## src/rtl/logic_vec_gen_pkg.sv

```systemverilog
// logic_vec_gen_pkg
// Shared types and constants for the operand-vector generator and its
// consumer-side checker.
//   mode_e      : sequence select (counter, walking-one, LFSR, toggle)
//   state_e     : generator FSM states
//   DEFAULT_*   : default LFSR seed and Galois feedback mask
//   vec_count() : number of vectors a run of a given mode produces
package logic_vec_gen_pkg;

    typedef enum logic [1:0] {
        MODE_CNT  = 2'd0,
        MODE_WALK = 2'd1,
        MODE_LFSR = 2'd2,
        MODE_TOG  = 2'd3
    } mode_e;

    typedef enum logic [1:0] {
        IDLE = 2'd0,
        RUN  = 2'd1,
        DONE = 2'd2
    } state_e;

    localparam logic [7:0] DEFAULT_SEED = 8'hA5;
    // x^8 + x^6 + x^5 + x^4 + 1, maximal length (255 states)
    localparam logic [7:0] DEFAULT_TAPS = 8'hB8;

    function automatic int vec_count(mode_e m, int width);
        int n;
        case (m)
            MODE_CNT:  n = 1 << width;
            MODE_WALK: n = width;
            MODE_LFSR: n = (1 << width) - 1;
            MODE_TOG:  n = 2;
            default:   n = 2;
        endcase
        return n;
    endfunction

endpackage

```

## src/rtl/logic_vec_gen_if.sv

```systemverilog
// logic_vec_gen_if
// Valid/ready stream carrying one operand vector per beat.
//   out_vec   : operand vector, ascending index, out_vec[0] is the value MSB
//   out_valid : out_vec holds a vector
//   out_ready : consumer accepts the vector this cycle
// master = generator side, slave = consumer side.
interface logic_vec_gen_if #(
    parameter int WIDTH = 8
);
    logic [0:WIDTH-1] out_vec;
    logic             out_valid;
    logic             out_ready;

    modport master (
        output out_vec,
        output out_valid,
        input  out_ready
    );

    modport slave (
        input  out_vec,
        input  out_valid,
        output out_ready
    );
endinterface

```

## src/rtl/logic_vec_gen_lfsr_step.sv

```systemverilog
// lfsr_step
// Combinational Galois LFSR next-state function, shared with the
// consumer-side checker so both ends agree on the sequence.
//   state_i : current LFSR state
//   next_o  : (state_i >> 1) ^ (state_i[0] ? TAPS : 0)
module lfsr_step
    import logic_vec_gen_pkg::*;
#(
    parameter int               WIDTH = 8,
    parameter logic [WIDTH-1:0] TAPS  = WIDTH'(DEFAULT_TAPS)
) (
    input  logic [WIDTH-1:0] state_i,
    output logic [WIDTH-1:0] next_o
);

    assign next_o = (state_i >> 1) ^ (state_i[0] ? TAPS : '0);

endmodule

```

## src/rtl/logic_vec_gen.sv

```systemverilog
// logic_vec_gen
// Synthesizable operand-vector source feeding the bitwise/logical stage.
// A run emits one of four deterministic sequences over a valid/ready stream
// and pulses done after the last beat.
//   clk, rst : clock, synchronous active-high reset
//   start    : begin a run (sampled in IDLE only)
//   mode     : sequence select, latched on an accepted start
//   vec_if   : stream master (out_vec / out_valid / out_ready)
//   busy     : high while a run is in progress
//   done     : one-cycle pulse after the last accepted vector
//   count    : vectors accepted in the current or last run
//
// state | meaning
// IDLE  | waiting for start; count holds the last run's total
// RUN   | presenting vectors, advancing on each beat
// DONE  | done pulse for one cycle, start ignored
module logic_vec_gen
    import logic_vec_gen_pkg::*;
#(
    parameter int               WIDTH     = 8,
    parameter logic [WIDTH-1:0] LFSR_SEED = WIDTH'(DEFAULT_SEED),
    parameter logic [WIDTH-1:0] LFSR_TAPS = WIDTH'(DEFAULT_TAPS)
) (
    input  logic                 clk,
    input  logic                 rst,
    input  logic                 start,
    input  logic [1:0]           mode,
    logic_vec_gen_if.master      vec_if,
    output logic                 busy,
    output logic                 done,
    output logic [WIDTH:0]       count
);

    localparam int CW = WIDTH + 1;
    // An all-zero LFSR would lock up, so a zero seed is promoted to 1.
    localparam logic [WIDTH-1:0] SEED_EFF = (LFSR_SEED == '0) ? WIDTH'(1) : LFSR_SEED;

    state_e           state_q;
    mode_e            mode_q;
    logic [WIDTH-1:0] vec_q;
    logic [WIDTH:0]   cnt_q;
    logic             valid_q;
    logic             busy_q;
    logic             done_q;

    logic [WIDTH-1:0] vec_d;
    logic [WIDTH-1:0] first_vec;
    logic [WIDTH-1:0] lfsr_next;
    logic [WIDTH:0]   total;
    logic             beat;
    logic             last_beat;

    lfsr_step #(
        .WIDTH (WIDTH),
        .TAPS  (LFSR_TAPS)
    ) u_lfsr_step (
        .state_i (vec_q),
        .next_o  (lfsr_next)
    );

    always_comb begin
        first_vec = '0;
        case (mode_e'(mode))
            MODE_CNT:  first_vec = '0;
            MODE_WALK: first_vec = {1'b1, {(WIDTH-1){1'b0}}};
            MODE_LFSR: first_vec = SEED_EFF;
            MODE_TOG:  first_vec = '0;
            default:   first_vec = '0;
        endcase
    end

    always_comb begin
        vec_d = vec_q;
        case (mode_q)
            MODE_CNT:  vec_d = vec_q + 1'b1;
            MODE_WALK: vec_d = vec_q >> 1;
            MODE_LFSR: vec_d = lfsr_next;
            MODE_TOG:  vec_d = ~vec_q;
            default:   vec_d = vec_q;
        endcase
    end

    // The run length is fixed by the latched mode, so the last beat is simply
    // the one that brings the accepted count up to that length.
    assign total     = CW'(vec_count(mode_q, WIDTH));
    assign beat      = valid_q && vec_if.out_ready;
    assign last_beat = beat && ((cnt_q + 1'b1) == total);

    always_ff @(posedge clk) begin
        if (rst) begin
            state_q <= IDLE;
            mode_q  <= MODE_CNT;
            vec_q   <= '0;
            cnt_q   <= '0;
            valid_q <= 1'b0;
            busy_q  <= 1'b0;
            done_q  <= 1'b0;
        end else begin
            case (state_q)
                IDLE: begin
                    done_q <= 1'b0;
                    if (start) begin
                        mode_q  <= mode_e'(mode);
                        vec_q   <= first_vec;
                        cnt_q   <= '0;
                        valid_q <= 1'b1;
                        busy_q  <= 1'b1;
                        state_q <= RUN;
                    end
                end
                RUN: begin
                    if (beat) begin
                        cnt_q <= cnt_q + 1'b1;
                        if (last_beat) begin
                            valid_q <= 1'b0;
                            busy_q  <= 1'b0;
                            done_q  <= 1'b1;
                            state_q <= DONE;
                        end else begin
                            vec_q <= vec_d;
                        end
                    end
                end
                DONE: begin
                    done_q  <= 1'b0;
                    state_q <= IDLE;
                end
                default: begin
                    state_q <= IDLE;
                    valid_q <= 1'b0;
                    busy_q  <= 1'b0;
                    done_q  <= 1'b0;
                end
            endcase
        end
    end

    assign vec_if.out_vec   = vec_q;
    assign vec_if.out_valid = valid_q;
    assign busy             = busy_q;
    assign done             = done_q;
    assign count            = cnt_q;

endmodule

```

## src/flat_wrapper.sv

```systemverilog
// flat-port wrapper written by rule: the top's interface ports become plain ports
module logic_vec_gen_flat import logic_vec_gen_pkg::*;
#(
    parameter int               WIDTH     = 8,
    parameter logic [WIDTH-1:0] LFSR_SEED = WIDTH'(DEFAULT_SEED),
    parameter logic [WIDTH-1:0] LFSR_TAPS = WIDTH'(DEFAULT_TAPS)
)
  (clk, rst, start, mode, busy, done, count, vec_if_out_vec, vec_if_out_valid, vec_if_out_ready);
  logic_vec_gen_if #(.WIDTH(WIDTH)) vec_if_i ();
  input  logic clk;
  input  logic rst;
  input  logic start;
  input  logic [1:0] mode;
  output logic busy;
  output logic done;
  output logic [WIDTH:0] count;
  output wire logic [$bits(vec_if_i.out_vec)-1:0] vec_if_out_vec;
  output wire logic [$bits(vec_if_i.out_valid)-1:0] vec_if_out_valid;
  input wire logic [$bits(vec_if_i.out_ready)-1:0] vec_if_out_ready;
  assign vec_if_out_vec = vec_if_i.out_vec;
  assign vec_if_out_valid = vec_if_i.out_valid;
  assign vec_if_i.out_ready = vec_if_out_ready;
  logic_vec_gen #(.WIDTH(WIDTH), .LFSR_SEED(LFSR_SEED), .LFSR_TAPS(LFSR_TAPS)) u_core (.clk(clk), .rst(rst), .start(start), .mode(mode), .vec_if(vec_if_i), .busy(busy), .done(done), .count(count));
endmodule
```

## config.mk

```make
export PLATFORM = sky130hd
export DESIGN_NAME = logic_vec_gen_flat
export DESIGN_NICKNAME = d
export VERILOG_FILES = /design/src/rtl/logic_vec_gen_pkg.sv /design/src/rtl/logic_vec_gen_if.sv /design/src/rtl/logic_vec_gen_lfsr_step.sv /design/src/rtl/logic_vec_gen.sv /design/src/flat_wrapper.sv
export SDC_FILE = /design/constraint.sdc
export NUM_CORES = 1
export LEC_CHECK = 0
export BUFFER_PORTS_ARGS = -buffer_cell sky130_fd_sc_hd__clkbuf_2
export CAP_MARGIN = 25
export CORE_UTILIZATION = 42
export CTS_BUF_LIST = sky130_fd_sc_hd__clkbuf_4 sky130_fd_sc_hd__clkbuf_8 sky130_fd_sc_hd__clkbuf_16
export DETAILED_ROUTE_END_ITERATION = 10
export GPL_TIMING_DRIVEN = 0
export PLACE_DENSITY_LB_ADDON = 0.08
export SETUP_SLACK_MARGIN = 0.3
export SLEW_MARGIN = 20
export SYNTH_ARGS = -nofsm -noshare
export SYNTH_HDL_FRONTEND = slang
export SYNTH_HIERARCHICAL = 1
export SYNTH_SLANG_ARGS = --single-unit
```

## constraint.sdc

```tcl
create_clock -name clk -period 2.3 [get_ports clk]
set_clock_uncertainty 0.1 [all_clocks]
set_input_delay 0.345 -clock clk [delete_from_list [all_inputs] [get_ports clk]]
set_output_delay 0.345 -clock clk [all_outputs]
set_load 0.02 [all_outputs]
```

==> flow_metrics.env, run 1 <==
export IMPL_first_pass_iters=5
export IMPL_fmax_mhz=427
export IMPL_start_util_pct=43.9
export IMPL_finalWirelength_mm=4.69
export IMPL_drv_cap=0
export IMPL_cts_hold_repair_buffers=0
export IMPL_rsz0062_at_grt="true"
export IMPL_clkTransAtPathRegs_ps=90
export IMPL_status="complete, but fails checks"
export IMPL_worst_slack_ps=-43.5
export IMPL_drt_iter0_drc=136
export IMPL_die_area_mm2=0.00447
export IMPL_final_setup_viol_count=7
export IMPL_syn_instance_count=222
export IMPL_num_io_pins=26
export IMPL_areaGrowthSynthToFinish_pct=30.9
export IMPL_netlist_area_leader_share_pct=26.0
export IMPL_async_reset_ff_share_pct=0
export IMPL_die_y_um=66.9
export IMPL_worstPathArrival_ps=2430
export IMPL_place_ws_ps=-255
export IMPL_max_slew_margin_pct=65.5
export IMPL_syn_area_mm2=0.00177
export IMPL_cp_max_fo=4
export IMPL_period_needed_ps=2340
export IMPL_failed_checks="negative setup slack"
export IMPL_synth_common_cells="23 x dfxtp_1, 23 x nor2_1, 17 x nand2_1, 15 x a21oi_1, 11 x inv_1"
export IMPL_ant_nets=0
export IMPL_drive_gt1_share_pct=35.1
export IMPL_cts_buffers=3
export IMPL_yosys_warnings=6
export IMPL_grt_usage_pct=22.6
export IMPL_ir_drop_v=0.000336
export IMPL_cts_tree="yes"
export IMPL_grt_first_pass_wirelength_mm=7.56
export IMPL_cp_required_ps=2380
export IMPL_dp_hpwl_mm=3.10
export IMPL_vias_per_cell=5.54
export IMPL_whs_ps=221
export IMPL_place_gp_congestion=0.839
export IMPL_slew_violations=0
export IMPL_rows=23
export IMPL_hold_viol=0
export IMPL_avgSynthCellArea_um2=7.96
export IMPL_overflow=0
export IMPL_antenna_found_initial=0
export IMPL_crit_path_end_kind="flop"
export IMPL_fin_nets=282
export IMPL_syn_nets=235
export IMPL_clk_path_buf_depth=2
export IMPL_synthDistinctLibCells=52
export IMPL_die_w_um=66.9
export IMPL_cts_root_buf="clkbuf_8"
export IMPL_synth_seq_cells=23
export IMPL_synth_ff_type="dfxtp_1"
export IMPL_routedWlPerCell_um=14.7
export IMPL_cp_start_kind="flop"
export IMPL_vias=1761
export IMPL_io_buffers=24
export IMPL_cts_sinks=23
export IMPL_power_density_mw_per_mm2=396
export IMPL_final_cell_area_mm2=0.00231
export IMPL_synth_area_top_cells="dfxtp_1 26%, ha_1 5.0%, nor2_1 4.9%"
export IMPL_core_mm2=0.00403
export IMPL_hold_class="primary input to flop"
export IMPL_num_antenna_cells=0
export IMPL_synth_area_leader_cell="dfxtp_1"
export IMPL_first_global_vias=1549
export IMPL_tightest_slew_ps=518
export IMPL_cts_max_level=1
export IMPL_period_share_pct=102
export IMPL_grt_max_degree=13
export IMPL_leakagePower_uw=0.000955
export IMPL_synth_seq_area_share_pct=26.0
export IMPL_clkLatencyLatePin_ps=270
export IMPL_synth_edf_count=0
export IMPL_postPlaceCellArea_mm2=0.00201
export IMPL_drcViolationCount=0
export IMPL_path_class="flop to flop"
[per-layer routing]
metal	up-vias	global-route usage, %	wire length, µm
met2	54	34.1	2110
met5	-	0	0
li1	886	-	-
met1	817	32.3	2250
met4	0	6.65	39
met3	4	3.60	292
[kinds of logic (layout without fill, tap and decap cells)]
logic type	after synthesis	after routing	synth area share, %
buffers and inverters	29	75	8.21
DFF	23	23	26.0
xor gates and xnor gates	13	13	6.44
adders and majority gates	7	7	4.95
muxes	6	6	3.75
and+or+nand+nor	86	86	25.8
AOI/OAI and AO/OA	58	58	24.8
[worst max-delay path, cell delays in order (launching register included)]
cell and delay, ps:
dfxtp_4 360, ha_4 250, xnor2_2 140, nor4_2 340
a41oi_2 90, or3_4 390, o31a_1 350, o32ai_1 240
[flip-flops by register name (all words and copies together), names as in the netlist]
name,flops
u_core/state_q,2
u_core/done,1
u_core/mode_q,2
u_core/busy,1
u_core/vec_if.out_vec,8
u_core/count,9
[report_power, final]
group	total [µW]	leakage (µW)	switching, µW	internal (µW)
logic	212	0.000737	118	93.7
clock network	275	0.0000262	140	136
registers	430	0.000193	24.0	406
[cell type report]
class	count	area (µm²)
multi-input combinational	170	1270
timing repair buffer	42	272
inverter	11	46.3
sequential	23	484
tap	50	62.6
fill	408	1710
buffer	18	130
clock buffer	4	48.8
[through the flow]
step | TNS [ps] | cells | total power [µW] | util (%)
after floorplan | -3.94 | 222 | 568 | -
after global placement | -790 | 296 | 617 | 49.8
after detailed placement | -942 | 296 | 617 | 49.8
after CTS | 0 | 311 | 920 | 53.8
after global routing | -1100 | 318 | 969 | 57.5
final | -193 | 318 | 918 | 57.5
[path summary, 6_finish.rpt]
| kind | start | to | slack (ps) | depth (start not counted) |
|---|---|---|---|---|
| hold reg to reg | u_core/done | u_core/done | 380 | 1 |
| setup / recovery | u_core/count[1] | u_core/vec_if.out_vec[4] | -40 | 7 |
| setup reg to reg | u_core/count[1] | u_core/vec_if.out_vec[4] | -40 | 7 |
| hold / removal | mode[1] | u_core/mode_q[1] | 220 | 3 |
[cell usage in the layout, fill, tap and decap left out, types with 8 or more instances in the layout]
cell	Yosys	layout
buf_4	9	23
a21oi_1	15	15
nand2_1	17	17
dfxtp_1	23	14
clkbuf_2	0	26
o21ai_0	10	9
nand3_1	9	8
nor2_1	23	23
inv_1	11	9
[repair_timing]
item,in CTS,in global routing
buffers inserted,11,7
gates resized for setup,8,22
endpoints found under the setup margin,19,19
pin swaps,8,4
No activity file was read; power rests on OpenSTA's default activity.
==> run 2, diff against run 1 <==
--- a/config.mk
+++ b/config.mk
@@ -8,7 +8,7 @@
 export BUFFER_PORTS_ARGS = -buffer_cell sky130_fd_sc_hd__clkbuf_2
 export CAP_MARGIN = 25
 export CORE_UTILIZATION = 42
-export CTS_BUF_LIST = sky130_fd_sc_hd__clkbuf_4 sky130_fd_sc_hd__clkbuf_8 sky130_fd_sc_hd__clkbuf_16
+export CTS_BUF_LIST = sky130_fd_sc_hd__clkbuf_16
 export DETAILED_ROUTE_END_ITERATION = 10
 export GPL_TIMING_DRIVEN = 0
 export PLACE_DENSITY_LB_ADDON = 0.08
==> run 2 against run 1 <==
Effect of this change:
- the run still ends with negative setup slack left
- fmax increased by 0.86%
- largest power group unchanged
- power increased by 12%
- first-iteration DRC count decreased by 18%
- flip-flop and latch count unchanged
- combinational power about the same
- sequential power about the same
- critical path depth unchanged
- sequential share of layout area decreased by 0.70 points
- non-clock buffer count increased by 5
- cell count increased by 1.6%
- setup slack improved by 20 ps
- die area unchanged
==> flow_metrics.env, run 2 (synthesis gave the netlist of run 1 again) <==
export IMPL_status="complete, but fails checks"
export IMPL_failed_checks="negative setup slack"
export IMPL_cts_root_buf="clkbuf_16"
export IMPL_p_clk_share_pct=37.3
export IMPL_num_io_pins=26
export IMPL_clk_path_buf_depth=2
export IMPL_dp_hpwl_mm=3.10
export IMPL_period_share_pct=101
export IMPL_fill_cells=397
export IMPL_r2r_slack_ps=-20
export IMPL_core_mm2=0.00403
export IMPL_cts_sinks=23
export IMPL_period_needed_ps=2320
export IMPL_finalPower_uw=1030
export IMPL_fmax_mhz=430
export IMPL_routedWlPerCell_um=14.4
export IMPL_worstPathArrival_ps=2390
export IMPL_die_area_mm2=0.00447
export IMPL_cts_max_level=1
export IMPL_drv_cap=0
export IMPL_antenna_found_initial=0
export IMPL_final_cell_mix="26 x clkbuf_2, 26 x buf_4, 23 x nor2_1"
export IMPL_postPlaceCellArea_mm2=0.00201
export IMPL_hold_class="primary input to flop"
export IMPL_start_util_pct=43.9
export IMPL_cp_start_kind="flop"
export IMPL_overflow=0
export IMPL_intPower_uw=735
export IMPL_whs_ps=237
export IMPL_cts_buffers=3
export IMPL_vias_per_cell=5.39
export IMPL_worst_slack_ps=-23.5
export IMPL_grt_max_degree=13
export IMPL_p_seq_share_pct=41.9
export IMPL_first_global_vias=1561
export IMPL_switching_power_uw=293
export IMPL_leakagePower_uw=0.00100
export IMPL_drt_iter0_drc=112
export IMPL_ant_nets=0
export IMPL_drcViolationCount=0
export IMPL_grt_usage_pct=22.5
export IMPL_areaGrowthSynthToFinish_pct=35.5
export IMPL_largest_reg_flops=9
export IMPL_clkTransAtPathRegs_ps=70
export IMPL_first_pass_iters=4
export IMPL_power_density_mw_per_mm2=429
export IMPL_slew_violations=0
export IMPL_die_w_um=66.9
export IMPL_grt_first_pass_wirelength_mm=7.58
export IMPL_fin_setup_tns_ps=-71.9
export IMPL_path_class="flop to flop"
export IMPL_io_buffers=24
export IMPL_ir_drop_v=0.000355
export IMPL_hold_viol=0
export IMPL_cts_hold_repair_buffers=0
export IMPL_cp_required_ps=2360
export IMPL_finalWirelength_mm=4.66
export IMPL_rows=23
export IMPL_num_antenna_cells=0
export IMPL_fin_nets=287
export IMPL_clkLatencyLatePin_ps=260
export IMPL_tightest_slew_ps=542
export IMPL_final_cell_area_mm2=0.00239
export IMPL_place_gp_congestion=0.839
export IMPL_switching_share_pct=28.5
export IMPL_max_slew_margin_pct=63.9
export IMPL_combPwrFrac_pct=20.8
export IMPL_die_y_um=66.9
export IMPL_final_setup_viol_count=4
export IMPL_cts_tree="yes"
export IMPL_drive_gt1_share_pct=36.3
export IMPL_rsz0062_at_grt="true"
export IMPL_vias=1742
export IMPL_cp_max_fo=4
export IMPL_crit_path_end_kind="flop"
## run 2: cell count changes in the layout (fill, tap and decap cells not counted), sizes merged
cell,before,now
clkbuf,34,33
inv,11,12
buf,30,35
## run 2: per-layer routing
metal / up-vias / routed length [µm] / GRT usage, %
met5: - / 0 / 0
met4: 0 / 33 / 5.05
met3: 4 / 193 / 4.28
met2: 37 / 2010 / 34.0
met1: 804 / 2420 / 32.4
li1: 897 / - / -
## run 2: repair_timing
| item | in CTS | in global routing |
|---|---|---|
| resized for setup | 9 | 23 |
| endpoints found under the hold margin | 0 | 0 |
| endpoints found under the setup margin | 19 | 19 |
| gates cloned | 0 | 0 |
| pin swaps | 8 | 7 |
| buffers inserted | 13 | 10 |
## run 2: power by group through the flow
stage / clock [µW] / sequential (µW) / combinational [µW]
after floorplan: 0 / 445 / 123
after global placement: 0 / 440 / 177
after detailed placement: 0 / 440 / 178
after CTS: 399 / 430 / 198
after global routing: 409 / 434 / 235
final: 383 / 430 / 214
## run 2: layout make-up
class | instances | area (µm²) | share of cell area, %
Multi-Input combinational cell | 170 | 1280 | 53.3
Sequential cell | 23 | 484 | 20.2
Timing Repair Buffer | 47 | 313 | 13.1
Buffer | 18 | 134 | 5.59
Clock buffer | 3 | 75.1 | 3.13
Tap cell | 50 | 62.6 | 2.61
Inverter | 11 | 46.3 | 1.93
Clock inverter | 1 | 3.75 | 0.157
## run 2: final timing paths
path,start,end,cells past startpoint
hold / removal,mode[1],u_core/mode_q[1],3
setup reg to reg,u_core/count[1],u_core/vec_if.out_vec[4],7
hold reg to reg,u_core/done,u_core/done,1
setup / recovery,u_core/count[1],u_core/vec_if.out_vec[4],7
## run 2: critical path, cell delays in order (launching register included)
cell     delay, ps
dfxtp_4        360
ha_4           250
xnor2_2        140
nor4_2         320
a41oi_2         70
or3_4          390
o31a_1         350
o32ai_1        240
## run 2: through the flow
step | worst slack [ps] | utilization, % | std cells
after floorplan | -3.94 | - | 222
after global placement | -227 | 49.8 | 296
after detailed placement | -255 | 49.8 | 296
after CTS | 9.57 | 55.1 | 313
after global routing | -108 | 59.4 | 323
final | -23.5 | 59.4 | 323
==> run 3, diff against run 2 <==
==> constraint.sdc (replaced) <==
create_clock -name clk -period 2.2 [get_ports clk]
set_clock_uncertainty 0.1 [all_clocks]
set_input_delay 0.33 -clock clk [delete_from_list [all_inputs] [get_ports clk]]
set_output_delay 0.33 -clock clk [all_outputs]
set_load 0.02 [all_outputs]
==> run 3 against run 2 <==
Effect of this change:
- the flow still finishes with violations (negative setup slack)
- die area did not move
- flip-flop and latch count did not move
- non-clock buffer count fell by 1
- hold slack got worse by 16 ps
- core utilization rose by 0.28 points
- design area rose by 0.47%
- global-route usage fell by 0.38 points
- critical path depth did not move
- routed wire length rose by 2.4%
- register-to-register slack got worse by 100 ps
- largest cell class unchanged
==> flow_metrics.env, run 3 (synthesis gave the netlist of run 1 again) <==
export IMPL_worstHoldPathCells=3
export IMPL_period_share_pct=106
export IMPL_die_w_um=66.9
export IMPL_routedWlPerCell_um=14.8
export IMPL_vias_per_cell=5.53
export IMPL_max_stage_delay_ps=390
export IMPL_areaGrowthSynthToFinish_pct=36.1
export IMPL_rsz0062_at_grt="true"
export IMPL_cp_max_fo=4
export IMPL_hold_class="primary input to flop"
export IMPL_ant_nets=0
export IMPL_rows=23
export IMPL_clkLatencyLatePin_ps=260
export IMPL_first_pass_iters=5
export IMPL_vias=1780
export IMPL_critical_path_buf_inv_count=0
export IMPL_drv_cap=0
export IMPL_num_antenna_cells=0
export IMPL_grt_first_pass_wirelength_mm=7.42
export IMPL_final_cell_area_mm2=0.00241
export IMPL_final_cell_mix="26 x buf_4, 25 x clkbuf_2, 23 x nor2_1"
export IMPL_hold_viol=0
export IMPL_final_setup_viol_count=11
export IMPL_core_mm2=0.00403
export IMPL_grt_usage_pct=22.1
export IMPL_first_global_vias=1528
export IMPL_max_slew_margin_pct=61.4
export IMPL_cp_start_kind="flop"
export IMPL_crit_family="simple AND/OR/NAND/NOR gates"
export IMPL_clkTransAtPathRegs_ps=60
export IMPL_io_buffers=24
export IMPL_cp_depth=7
export IMPL_cts_sinks=23
export IMPL_place_ws_ps=-347
export IMPL_dp_hpwl_mm=3.09
export IMPL_drive_gt1_share_pct=36.4
export IMPL_reg2reg_depth=7
export IMPL_start_util_pct=43.9
export IMPL_period_needed_ps=2330
export IMPL_num_io_pins=26
export IMPL_die_y_um=66.9
export IMPL_largest_reg_flops=9
export IMPL_tightest_slew_ps=580
export IMPL_antenna_found_initial=0
export IMPL_cts_max_level=1
export IMPL_status="complete, but fails checks"
export IMPL_failed_checks="negative setup slack"
export IMPL_worst_slack_ps=-127
export IMPL_post_route_util_pct=59.7
export IMPL_layout_commonest_cell="buf_4"
export IMPL_drcViolationCount=0
export IMPL_grt_max_degree=13
export IMPL_crit_path_end_kind="flop"
export IMPL_cts_buffers=3
export IMPL_finalWirelength_mm=4.77
export IMPL_place_gp_congestion=0.839
export IMPL_cp_required_ps=2250
export IMPL_postPlaceCellArea_mm2=0.00201
export IMPL_path_class="flop to flop"
export IMPL_drt_iter0_drc=151
export IMPL_ir_drop_v=0.000345
export IMPL_cp_cell_sequence="ha_4, xnor2_2, nor4_4, a41oi_2, or3_4, o31ai_4, mux2_4"
export IMPL_critPathSlowestCell="or3_4"
export IMPL_cts_root_buf="clkbuf_16"
export IMPL_leakagePower_uw=0.000996
export IMPL_fin_nets=286
export IMPL_fmax_mhz=430
export IMPL_overflow=0
export IMPL_clk_path_buf_depth=2
export IMPL_worstPathArrival_ps=2380
export IMPL_power_density_mw_per_mm2=450
export IMPL_cts_tree="yes"
export IMPL_slew_violations=0
export IMPL_fin_setup_tns_ps=-846
export IMPL_die_area_mm2=0.00447
-- run 3: changes by cell type in the layout (fill, tap and decap cells not counted), sizes merged --
cell  change
buf       -1
-- run 3: layout make-up --
type,count,area [µm²]
Buffer,18,129
Sequential cell,23,484
Fill cell,380,1620
Tap cell,50,62.6
Multi-Input combinational cell,170,1320
Clock inverter,1,3.75
Inverter,11,43.8
Timing Repair Buffer,46,293
Clock buffer,3,75.1
-- run 3: worst reg2reg max path: cells and delay by family (launching register included) --
family          cells  cell delay [ps]
simple gates        2              690
mux                 1              320
flops               1              370
compound gates      2              320
fa+ha+maj           1              260
xor+xnor            1              150
-- run 3: worst paths after layout --
check / endpoint / slack (ps) / startpoint
worst min register to register: u_core/done / 370 / u_core/done
worst max-delay path: u_core/vec_if.out_vec[2] / -130 / u_core/count[0]
worst min-delay path: u_core/mode_q[0] / 220 / mode[0]
worst max register to register: u_core/vec_if.out_vec[2] / -130 / u_core/count[0]
-- run 3: where the power goes --
group	leakage, µW	switching (µW)	internal [µW]
logic	0.000761	126	100
clock network	0.0000423	162	243
registers	0.000193	26.6	425
total	0.000996	315	768
-- run 3: metal layers --
metal  share of wire, %  vias up  track usage (%)
met5                  0        -                0
met4               0.57        0             5.85
met3                5.4        2             3.77
met2                 44       52             32.8
met1                 50      829             32.2
li1                   -      897                -
-- run 3: timing repair --
item	4_1_cts	5_1_grt
gates resized for setup	11	21
endpoints found under the setup margin	20	19
hold buffers	0	0
setup buffers	13	9
pin swaps	9	8
-- run 3: stage by stage --
| step | total power [µW] | std cells | hold WS [ps] |
|---|---|---|---|
| 6_report | 1080 | 322 | 220 |
| 5_1_grt | 1130 | 322 | 256 |
| 4_1_cts | 1080 | 313 | 215 |
| 3_5_place_dp | 646 | 296 | 358 |
| 3_3_place_gp | 645 | 296 | 348 |
| 2_1_floorplan | 594 | 222 | 369 |
